--- config.mk ---
export PLATFORM = sky130hd
export DESIGN_NAME = pkt_bufid_allocator_flat
export DESIGN_NICKNAME = d
export VERILOG_FILES = /design/src/rtl/pkt_bufid_allocator_pkg.sv /design/src/rtl/pkt_bufid_allocator_if.sv /design/src/rtl/pkt_bufid_allocator_bufid_free_fifo.sv /design/src/rtl/pkt_bufid_allocator.sv /design/src/flat_wrapper.sv
export SDC_FILE = /design/constraint.sdc
export NUM_CORES = 2
export LEC_CHECK = 0
export BUFFER_PORTS_ARGS = -buffer_cell sky130_fd_sc_hd__buf_2
export CAP_MARGIN = 15
export CORE_MARGIN = 2
export CORE_UTILIZATION = 24
export CTS_CLUSTER_SIZE = 30
export DETAILED_ROUTE_END_ITERATION = 12
export SYNTH_ARGS = -nofsm -noshare
export SYNTH_HDL_FRONTEND = slang
export SYNTH_MEMORY_MAX_BITS = 65536
export SYNTH_SLANG_ARGS = --single-unit
--- constraint.sdc ---
create_clock -name i_clk -period 13.5 [get_ports i_clk]
set_clock_uncertainty 0.05 [all_clocks]
set_input_delay 0.675 -clock i_clk [delete_from_list [all_inputs] [get_ports i_clk]]
set_output_delay 0.675 -clock i_clk [all_outputs]
set_load 0.02 [all_outputs]
--- src/rtl/pkt_bufid_allocator_pkg.sv ---
// Shared constants for the packet buffer-ID allocator: default sizing,
// PCB geometry and FSM state encodings.
package pkt_bufid_allocator_pkg;

  localparam int PKT_BUF_NUM   = 512;
  localparam int PKT_BUFID_W   = 9;
  localparam int PCB_WORDS     = 128;
  localparam int PCB_WORD_W    = 7;
  localparam int PCB_ADDR_W    = PKT_BUFID_W + PCB_WORD_W;

  typedef enum logic [1:0] {
    INIT_S  = 2'b00,
    ISSUE_S = 2'b01,
    HOLD_S  = 2'b10
  } alloc_state_t;

  // Base word address of a PCB slot: each buffer owns 128 consecutive words.
  function automatic logic [PCB_ADDR_W-1:0] pcb_base_addr(input logic [PKT_BUFID_W-1:0] id);
    return {id, {PCB_WORD_W{1'b0}}};
  endfunction

endpackage

--- src/rtl/pkt_bufid_allocator_if.sv ---
// Issue/release handshake between the buffer-ID allocator and its neighbours.
// Signal names are seen from the allocator: master = allocator, slave = user.
interface pkt_bufid_allocator_if
  import pkt_bufid_allocator_pkg::*;
#(
  parameter int BUFID_W = PKT_BUFID_W
) ();

  logic               i_bufid_req;
  logic               o_bufid_wr;
  logic [BUFID_W-1:0] ov_bufid;
  logic               i_bufid_rel_wr;
  logic [BUFID_W-1:0] iv_bufid_rel;

  modport master (
    input  i_bufid_req,
    input  i_bufid_rel_wr,
    input  iv_bufid_rel,
    output o_bufid_wr,
    output ov_bufid
  );

  modport slave (
    output i_bufid_req,
    output i_bufid_rel_wr,
    output iv_bufid_rel,
    input  o_bufid_wr,
    input  ov_bufid
  );

endinterface

--- src/rtl/pkt_bufid_allocator_bufid_free_fifo.sv ---
// Circular RAM FIFO holding free buffer IDs. Push/pop are self-guarded
// against overflow/underflow; count and empty flag are registered and
// reflect the state after this cycle's push/pop.
module bufid_free_fifo #(
  parameter int BUF_NUM = 512,
  parameter int BUFID_W = 9
) (
  input  logic               i_clk,
  input  logic               i_rst_n,
  input  logic               i_push,
  input  logic [BUFID_W-1:0] iv_push_id,
  input  logic               i_pop,
  output logic [BUFID_W-1:0] ov_head,
  output logic [BUFID_W:0]   ov_count,
  output logic               o_empty
);

  localparam logic [BUFID_W-1:0] LAST_IDX = BUFID_W'(BUF_NUM - 1);
  localparam logic [BUFID_W:0]   FULL_CNT = (BUFID_W+1)'(BUF_NUM);

  logic [BUFID_W-1:0] r_mem [BUF_NUM];
  logic [BUFID_W-1:0] r_wr_ptr;
  logic [BUFID_W-1:0] r_rd_ptr;
  logic [BUFID_W:0]   r_count;
  logic               r_empty;
  logic               w_push_ok;
  logic               w_pop_ok;
  logic [BUFID_W:0]   w_count_nxt;

  assign w_push_ok = i_push && (r_count != FULL_CNT);
  assign w_pop_ok  = i_pop  && (r_count != '0);
  assign ov_head   = r_mem[r_rd_ptr];
  assign ov_count  = r_count;
  assign o_empty   = r_empty;

  // Next occupancy: simultaneous push and pop leave the count unchanged.
  always_comb begin
    w_count_nxt = r_count;
    if (w_push_ok && !w_pop_ok)
      w_count_nxt = r_count + 1'b1;
    else if (!w_push_ok && w_pop_ok)
      w_count_nxt = r_count - 1'b1;
  end

  // Storage array; contents are don't-care until written, so no reset.
  always_ff @(posedge i_clk) begin
    if (w_push_ok)
      r_mem[r_wr_ptr] <= iv_push_id;
  end

  // Pointers wrap at BUF_NUM-1 so non-power-of-two depths also work.
  always_ff @(posedge i_clk or negedge i_rst_n) begin
    if (!i_rst_n) begin
      r_wr_ptr <= '0;
      r_rd_ptr <= '0;
      r_count  <= '0;
      r_empty  <= 1'b0;
    end else begin
      if (w_push_ok)
        r_wr_ptr <= (r_wr_ptr == LAST_IDX) ? '0 : r_wr_ptr + 1'b1;
      if (w_pop_ok)
        r_rd_ptr <= (r_rd_ptr == LAST_IDX) ? '0 : r_rd_ptr + 1'b1;
      r_count <= w_count_nxt;
      r_empty <= (w_count_nxt == '0);
    end
  end

endmodule

--- src/rtl/pkt_bufid_allocator.sv ---
// Packet buffer-ID free-list manager. Fills the free list with 0..BUF_NUM-1
// after reset, then hands one ID at a time downstream and refills after the
// consumer signals that the ID was taken. Returned IDs are pushed at the tail.
// Optional build macro BUFID_DOUBLE_FREE_CHK_EN adds an allocated-ID bitmap
// that rejects releases of IDs that are not currently allocated.
module pkt_bufid_allocator
  import pkt_bufid_allocator_pkg::*;
#(
  parameter int BUF_NUM = PKT_BUF_NUM,
  parameter int BUFID_W = PKT_BUFID_W
) (
  input  logic                       i_clk,
  input  logic                       i_rst_n,
  pkt_bufid_allocator_if.master      bif,
  output logic [BUFID_W:0]           ov_free_bufid_num,
  output logic                       o_bufid_empty,
  output logic                       o_rel_err,
  output logic [1:0]                 ov_alloc_state
);

  localparam logic [BUFID_W-1:0] LAST_IDX = BUFID_W'(BUF_NUM - 1);
  localparam logic [BUFID_W:0]   FULL_CNT = (BUFID_W+1)'(BUF_NUM);

  alloc_state_t       r_state;
  alloc_state_t       w_state_nxt;
  logic [BUFID_W-1:0] r_init_cnt;
  logic               r_bufid_wr;
  logic [BUFID_W-1:0] r_bufid;
  logic               r_rel_err;
  logic               w_push;
  logic [BUFID_W-1:0] w_push_id;
  logic               w_pop;
  logic               w_rel_ok;
  logic               w_rel_drop;
  logic               w_alloc_ok;
  logic [BUFID_W-1:0] w_head;
  logic [BUFID_W:0]   w_count;
  logic               w_empty;

  bufid_free_fifo #(
    .BUF_NUM (BUF_NUM),
    .BUFID_W (BUFID_W)
  ) u_free_fifo (
    .i_clk      (i_clk),
    .i_rst_n    (i_rst_n),
    .i_push     (w_push),
    .iv_push_id (w_push_id),
    .i_pop      (w_pop),
    .ov_head    (w_head),
    .ov_count   (w_count),
    .o_empty    (w_empty)
  );

`ifdef BUFID_DOUBLE_FREE_CHK_EN
  logic [BUF_NUM-1:0] r_alloc_map;

  assign w_alloc_ok = r_alloc_map[iv_rel_idx()];

  function automatic logic [BUFID_W-1:0] iv_rel_idx();
    return bif.iv_bufid_rel;
  endfunction

  // Track IDs currently handed out: set when issued, clear when returned.
  always_ff @(posedge i_clk or negedge i_rst_n) begin
    if (!i_rst_n) begin
      r_alloc_map <= '0;
    end else if (r_state == INIT_S) begin
      r_alloc_map <= '0;
    end else begin
      if (w_rel_ok)
        r_alloc_map[bif.iv_bufid_rel] <= 1'b0;
      if (w_pop)
        r_alloc_map[w_head] <= 1'b1;
    end
  end
`else
  assign w_alloc_ok = 1'b1;
`endif

  // Next state, free-list push/pop selection and release acceptance.
  always_comb begin
    w_state_nxt = r_state;
    w_push      = 1'b0;
    w_push_id   = bif.iv_bufid_rel;
    w_pop       = 1'b0;
    w_rel_ok    = 1'b0;
    w_rel_drop  = 1'b0;
    case (r_state)
      INIT_S: begin
        w_push     = 1'b1;
        w_push_id  = r_init_cnt;
        w_rel_drop = bif.i_bufid_rel_wr;
        if (r_init_cnt == LAST_IDX)
          w_state_nxt = ISSUE_S;
      end
      ISSUE_S: begin
        if (w_count != '0) begin
          w_pop       = 1'b1;
          w_state_nxt = HOLD_S;
        end
      end
      HOLD_S: begin
        if (bif.i_bufid_req)
          w_state_nxt = ISSUE_S;
      end
      default: w_state_nxt = INIT_S;
    endcase
    if (r_state != INIT_S && bif.i_bufid_rel_wr) begin
      if (w_count != FULL_CNT && w_alloc_ok) begin
        w_push   = 1'b1;
        w_rel_ok = 1'b1;
      end else begin
        w_rel_drop = 1'b1;
      end
    end
  end

  // State register, init counter and registered outputs.
  always_ff @(posedge i_clk or negedge i_rst_n) begin
    if (!i_rst_n) begin
      r_state    <= INIT_S;
      r_init_cnt <= '0;
      r_bufid_wr <= 1'b0;
      r_bufid    <= '0;
      r_rel_err  <= 1'b0;
    end else begin
      r_state    <= w_state_nxt;
      r_bufid_wr <= w_pop;
      r_rel_err  <= w_rel_drop;
      if (r_state == INIT_S)
        r_init_cnt <= r_init_cnt + 1'b1;
      if (w_pop)
        r_bufid <= w_head;
    end
  end

  assign bif.o_bufid_wr    = r_bufid_wr;
  assign bif.ov_bufid      = r_bufid;
  assign ov_free_bufid_num = w_count;
  assign o_bufid_empty     = w_empty;
  assign o_rel_err         = r_rel_err;
  assign ov_alloc_state    = r_state;

endmodule

--- src/flat_wrapper.sv ---
// flat-port wrapper written by rule: the top's interface ports become plain ports
module pkt_bufid_allocator_flat import pkt_bufid_allocator_pkg::*;
#(
  parameter int BUF_NUM = PKT_BUF_NUM,
  parameter int BUFID_W = PKT_BUFID_W
)
  (i_clk, i_rst_n, ov_free_bufid_num, o_bufid_empty, o_rel_err, ov_alloc_state, bif_i_bufid_req, bif_i_bufid_rel_wr, bif_iv_bufid_rel, bif_o_bufid_wr, bif_ov_bufid);
  pkt_bufid_allocator_if #(.BUFID_W(BUFID_W)) bif_i ();
  input  logic i_clk;
  input  logic i_rst_n;
  output logic [BUFID_W:0] ov_free_bufid_num;
  output logic o_bufid_empty;
  output logic o_rel_err;
  output logic [1:0] ov_alloc_state;
  input wire logic [$bits(bif_i.i_bufid_req)-1:0] bif_i_bufid_req;
  input wire logic [$bits(bif_i.i_bufid_rel_wr)-1:0] bif_i_bufid_rel_wr;
  input wire logic [$bits(bif_i.iv_bufid_rel)-1:0] bif_iv_bufid_rel;
  output wire logic [$bits(bif_i.o_bufid_wr)-1:0] bif_o_bufid_wr;
  output wire logic [$bits(bif_i.ov_bufid)-1:0] bif_ov_bufid;
  assign bif_i.i_bufid_req = bif_i_bufid_req;
  assign bif_i.i_bufid_rel_wr = bif_i_bufid_rel_wr;
  assign bif_i.iv_bufid_rel = bif_iv_bufid_rel;
  assign bif_o_bufid_wr = bif_i.o_bufid_wr;
  assign bif_ov_bufid = bif_i.ov_bufid;
  pkt_bufid_allocator #(.BUF_NUM(BUF_NUM), .BUFID_W(BUFID_W)) u_core (.i_clk(i_clk), .i_rst_n(i_rst_n), .bif(bif_i), .ov_free_bufid_num(ov_free_bufid_num), .o_bufid_empty(o_bufid_empty), .o_rel_err(o_rel_err), .ov_alloc_state(ov_alloc_state));
endmodule
Word-level counts from Yosys, hierarchy flattened:

Memories as Yosys holds them, arrays and structs flattened. A register that Yosys moved wholly into a read port is not among the register bits.
Index checks and enable logic that the tools add are counted.

* add/sub/neg operators: 5
* mux-type cells: 19
* reduce and logical (&&, ||, !) cells: 13
* eq/ne operators: 9

Operators by type and width (number)
* adder 9 x 1 -> 9 bit (second input constant): 3
* equality test 9 bit (second input constant): 3
* 2-to-1 mux 9 bit: 3
* 2-to-1 mux 10 bit: 2
* adder 10 x 1 -> 10 bit (second input constant): 1
* zero test 10 bit: 1
* 2-to-1 mux 1 bit: 10
* inequality test 10 bit (second input constant): 1
* nonzero test 10 bit: 1
* subtractor 10 x 1 -> 10 bit (second input constant): 1
* 2-to-1 mux 2 bit: 3
* one-hot mux 2 bit (3 select lines): 1
* logical AND 1 bit: 5
* inequality test 2 x 1 -> 1 bit (second input constant): 2
* zero test 1 bit: 3
* AND reduction 3 bit: 1
* equality test 2 x 1 -> 1 bit (second input constant): 1
* equality test 2 bit (second input constant): 1
* zero test 2 bit: 1
* inequality test 2 bit (second input constant): 1
* nonzero test 2 bit: 1

* memories: 1
* output and inout bits: 24
* memory bits (writable): 4608
* word-level logic and storage cells: 55
* register bits after elaboration: 42

Memory list
* u_core.u_free_fifo.r_mem: words 512, width 9, rd ports 1, clocked after memory_dff 1, write ports 1, line pkt_bufid_allocator_bufid_free_fifo.sv:21 `logic [BUFID_W-1:0] r_mem [BUF_NUM];`

Logic depth before layout (Yosys ltp):

* word-level depth: 10
* depth in mapped cells: 14
* mapped depth without buffers: 10

By module:

Synthesis repeated with hierarchy kept, for this count alone.

* cells, all modules: 8483
* area total of the unflattened synthesis: 181210.0 um^2

Modules (own cells, without submodules)
* bufid_free_fifo: instances 1, cells each 8397, area an instance 180102.7 um^2
* pkt_bufid_allocator: instances 1, cells each 86, area an instance 1107.3 um^2

Worst setup path after synthesis:

No wires, ideal clock.

* path kind: register -> register
* start: reg u_core.r_state[1], in the netlist u_core.ov_alloc_state[1]
* end: mem u_core.u_free_fifo.r_mem[0][2] (data pin)
* period minus slack after synthesis: 5713 ps
* cell stages (with the launch flop): 4
* setup slack: 7787 ps
* arrival time: 4748 ps
* cells stage by stage: dfrtp_1 nor2_1 clkbuf_1 mux2_2

* cells in the longest elaborated chain, start to end: 2

Ends and longest elaborated chain
* start: declaration: line pkt_bufid_allocator.sv:24 `alloc_state_t r_state;`
* start signal: assignment: line pkt_bufid_allocator.sv:127 `r_state <= w_state_nxt;`
* zero test 2 bit: line pkt_bufid_allocator.sv:88 `case (r_state)`
* 2-to-1 mux 9 bit: line pkt_bufid_allocator.sv:88
* net u_core.u_free_fifo.iv_push_id[2]: line pkt_bufid_allocator_bufid_free_fifo.sv:11 `input logic [BUFID_W-1:0] iv_push_id,`
* end: declaration: line pkt_bufid_allocator_bufid_free_fifo.sv:21

The timed path passes the listed nets, and every way through them passes these cells.

==> run metrics <==
Pwr per Cell Area 140.5 nW/um^2; worst setup path category reg -> reg; First-pass DRT Iterations 10; period utilization 47.03%; #FFs+latches synth 4659; Worst Setup Start Kind flip-flop; IO Pins 37; Tot GR Track Use 12.21%; row count 319; YS warnings 0; setup TNS 0 ns; Critical Path Fanout Max 40; Final Setup Violations 0; max-slew violations 0; initial antenna violation count 36; Critical Path AT 7.19 ns; IO buf count 36; Slew @ Worst Pin 1.264 ns; Die Area 762000 um^2; Finished Core Util 27.63%; # H-tree levels 5; CP startpoint u_core.u_free_fifo.r_rd_ptr[0]$_DFFE_PN0P_; post-synthesis cell count 8278; via/cell ratio 4.672; DRT antenna net count 0; TritonCTS clock tree built; Hold Path Class in -> async; FFs w/ async S/R, synth 1.095%; DR vias 88130; 1st-iter DRT viols 12240; DRC Markers 21; top cells by area, synth edfxtp_1 76%, mux4_2 15%, mux2i_1 1.5%; Die X 872.9 um; Final nets 8538; Reg2Reg Depth 8; first-pass GRT wire length 682.9 mm; register area 139700 um^2; failing checks DRC; Yosys top cell by area edfxtp_1; final global-route overflow total 0; Routed WL 485.8 mm; mapped cell area 181200 um^2; clk sink count 4659; layout cells sized above 1 25.04%; fill cell count 73680; RSZ-0062 raised after global routing no; Critical Path Sink u_core.bif.ov_bufid[6]$_DFFE_PN0P_; largest vdd supply drop 0.0001269 V; multi-input gate area in the final layout 39050 um^2; Slew Limit Headroom 15.73%; Initial Util 24.05%; largest net degree at the start of global routing 183; setup bufs post-CTS 0; status complete, but fails checks; total power 0.02925 W; CTS max path bufs 4; Leak Pwr 61.56 nW; Clk Latency, worst-skew pair 1.01 ns; Post-DP HPWL 284.2 mm; CP endpoint kind flip-flop; Worst EP required 14.34 ns; reg2reg setup slack 7.15 ns; area delta synth->final 14.91%; CORE AREA 753600 um^2; reg-to-reg endpoint u_core.bif.ov_bufid[6]$_DFFE_PN0P_; Inserted Clock Buffers 470; syn nets 8302; Routed wire per std cell 25.75 um; clock root buffer clkbuf_16; vias in the first global route 86910; Vert. Die Dim 872.9 um; share of the synthesized area in the top cell type 76.36%; Syn Area/Cell 21.89 um^2; Worst-path clk slew 0.07 ns; Main synth FF type edfxtp_1; sequential area share after synthesis 77.06%; min Tclk post-route 6.348 ns; Hold Vio Cnt, Final 0; Peak Freq 157.5 MHz; GP Congestion 0.7916; Max Cap Viol 0; Netlist cell types 79; EDFF count, synth 4608; reg2reg start u_core.u_free_fifo.r_rd_ptr[0]$_DFFE_PN0P_
area by class of cell:
class                      instances  share of cell area [%]
inverter                          18                 0.04687
clock buffer                     563                   5.836
timing repair buffer             267                   1.040
multi-input combinational       3098                   18.75
clock inverter                   298                   1.257
sequential                      4659                   67.07
tap                             9951                   5.979
antenna                           11                 0.01322
cells in the final DEF (no fill, tap or decap), types with 11 or more instances in the layout:
| cell | count |
|---|---|
| buf_2 | 39 |
| nand4_1 | 25 |
| a211oi_1 | 33 |
| diode_2 | 11 |
| a221oi_1 | 12 |
| nor4_1 | 21 |
| clkinv_16 | 13 |
| buf_6 | 17 |
| nand3_4 | 12 |
| nand3_1 | 36 |
| nand2b_1 | 11 |
| mux2i_1 | 264 |
| nand2_1 | 262 |
| clkinv_1 | 123 |
| ha_1 | 11 |
| bufinv_16 | 31 |
| clkbuf_16 | 472 |
| mux4_2 | 1225 |
| a21oi_1 | 66 |
| edfxtp_1 | 4608 |
| o221ai_1 | 51 |
| clkinv_2 | 94 |
| o21ai_0 | 55 |
| inv_1 | 11 |
| clkbuf_1 | 91 |
| nor3_1 | 34 |
| mux2_2 | 25 |
| dfrtp_1 | 44 |
| nor2_1 | 609 |
| a22oi_1 | 16 |
| and3_1 | 24 |
| clkinvlp_4 | 11 |
| inv_6 | 12 |
| a311oi_1 | 12 |
| a31oi_1 | 23 |
| and2_1 | 12 |
| buf_4 | 192 |
| o22ai_1 | 72 |
| buf_12 | 15 |
cell usage after synthesis, types with 5 or more instances:
cell type     n
a2111oi_0     8
xor2_1        7
buf_4        60
or4_1         5
nor3_1       35
nand2_1     265
a211o_1       7
o32ai_1       7
a22o_1        9
dfrtp_1      51
nor2_1      617
xnor2_1      10
o21ai_1      10
clkbuf_1    195
a211oi_1     34
a31oi_1      23
a21oi_1      66
inv_1        12
o221ai_1     51
buf_6        57
a22oi_1      16
o21ai_0      55
nand4_1      25
ha_1         11
o22ai_1      72
edfxtp_1   4608
a311oi_1     14
a32oi_1       6
mux2i_1     264
buf_2       151
buf_1        28
and3_1       24
mux2_2       34
nor2b_1      12
nor4_1       23
buf_8        12
and2_1       13
nand2b_1     13
o31ai_1       8
a221oi_1     12
mux4_2     1225
nor3b_1       5
nand3_1      48
flip-flops by register name, summed over array words and instances, names as in the netlist:
name and cells:
u_core.u_free_fifo.r_mem 4608, u_core.u_free_fifo.ov_count 10, u_core.bif.ov_bufid 9, u_core.r_init_cnt 9
u_core.u_free_fifo.r_rd_ptr 9, u_core.u_free_fifo.r_wr_ptr 9, u_core.ov_alloc_state 2, u_core.bif.o_bufid_wr 1
u_core.o_rel_err 1, u_core.u_free_fifo.o_empty 1
metal layers:
layer,track usage (%),part of all wire (%),up-vias
met1,17.20,41,47760
met4,3.470,2.9,10
met5,0,0.014,-
met2,19.02,46,4404
met3,2.682,9.6,728
li1,-,-,35230
timing repair:
item,in CTS,in global routing
resized for setup,0,0
hold endpoints to repair,54,0
hold buffers,3,0
how the worst min path moves through the flow:
stage	startpoint	endpoint	cells after the start
floorplan	i_rst_n	u_core.bif.o_bufid_wr$_DFF_PN0_	0
global placement	u_core.bif.ov_bufid[7]$_DFFE_PN0P_	u_core.bif.ov_bufid[7]$_DFFE_PN0P_	2
detailed placement	u_core.bif.ov_bufid[7]$_DFFE_PN0P_	u_core.bif.ov_bufid[7]$_DFFE_PN0P_	2
CTS	i_rst_n	u_core.r_init_cnt[5]$_DFFE_PN0P_	3
global route	i_rst_n	u_core.r_init_cnt[5]$_DFFE_PN0P_	3
finish	i_rst_n	u_core.r_init_cnt[3]$_DFFE_PN0P_	3
cells by family (layout without fill, tap and decap cells):
| kind of cell | Yosys count | count (layout) | synth area share [%] |
|---|---|---|---|
| mux | 1523 | 1523 | 16.89 |
| fa+ha+maj | 11 | 11 | 0.07595 |
| compound gates | 443 | 443 | 1.708 |
| simple gates | 1104 | 1104 | 2.558 |
| buf+inv | 521 | 1146 | 1.619 |
| xor+xnor | 17 | 17 | 0.08216 |
| other cells | 0 | 11 | 0 |
| flops | 4659 | 4659 | 77.06 |
power by group:
part | total (W) | internal, W | switching (W)
combinational | 0.000813 | 0.000118 | 0.000695
clock | 0.0126 | 0.00701 | 0.00557
sequential | 0.0158 | 0.0158 | 0.0000660
through the flow:
stage,cell area (um^2),std cells,hold WS [ns],setup slack (ns)
global placement,193100,17960,0.4463,6.844
finish,208200,18870,0.3004,7.152
CTS,208100,18840,0.2590,7.264
global route,208200,18850,0.3320,6.875
floorplan,181200,8278,0.3294,7.787
detailed placement,193200,17980,0.4386,7.256
worst max-delay path, stage by stage, from the launching register on:
cell and delay [ns]:
dfrtp_4 0.82, buf_4 0.74, buf_4 0.77, buf_4 0.64, mux4_2 0.58, mux4_2 0.51
o21ai_0 0.81, o221ai_1 0.63, a221o_1 0.49
(Power assumes the default switching activity.)
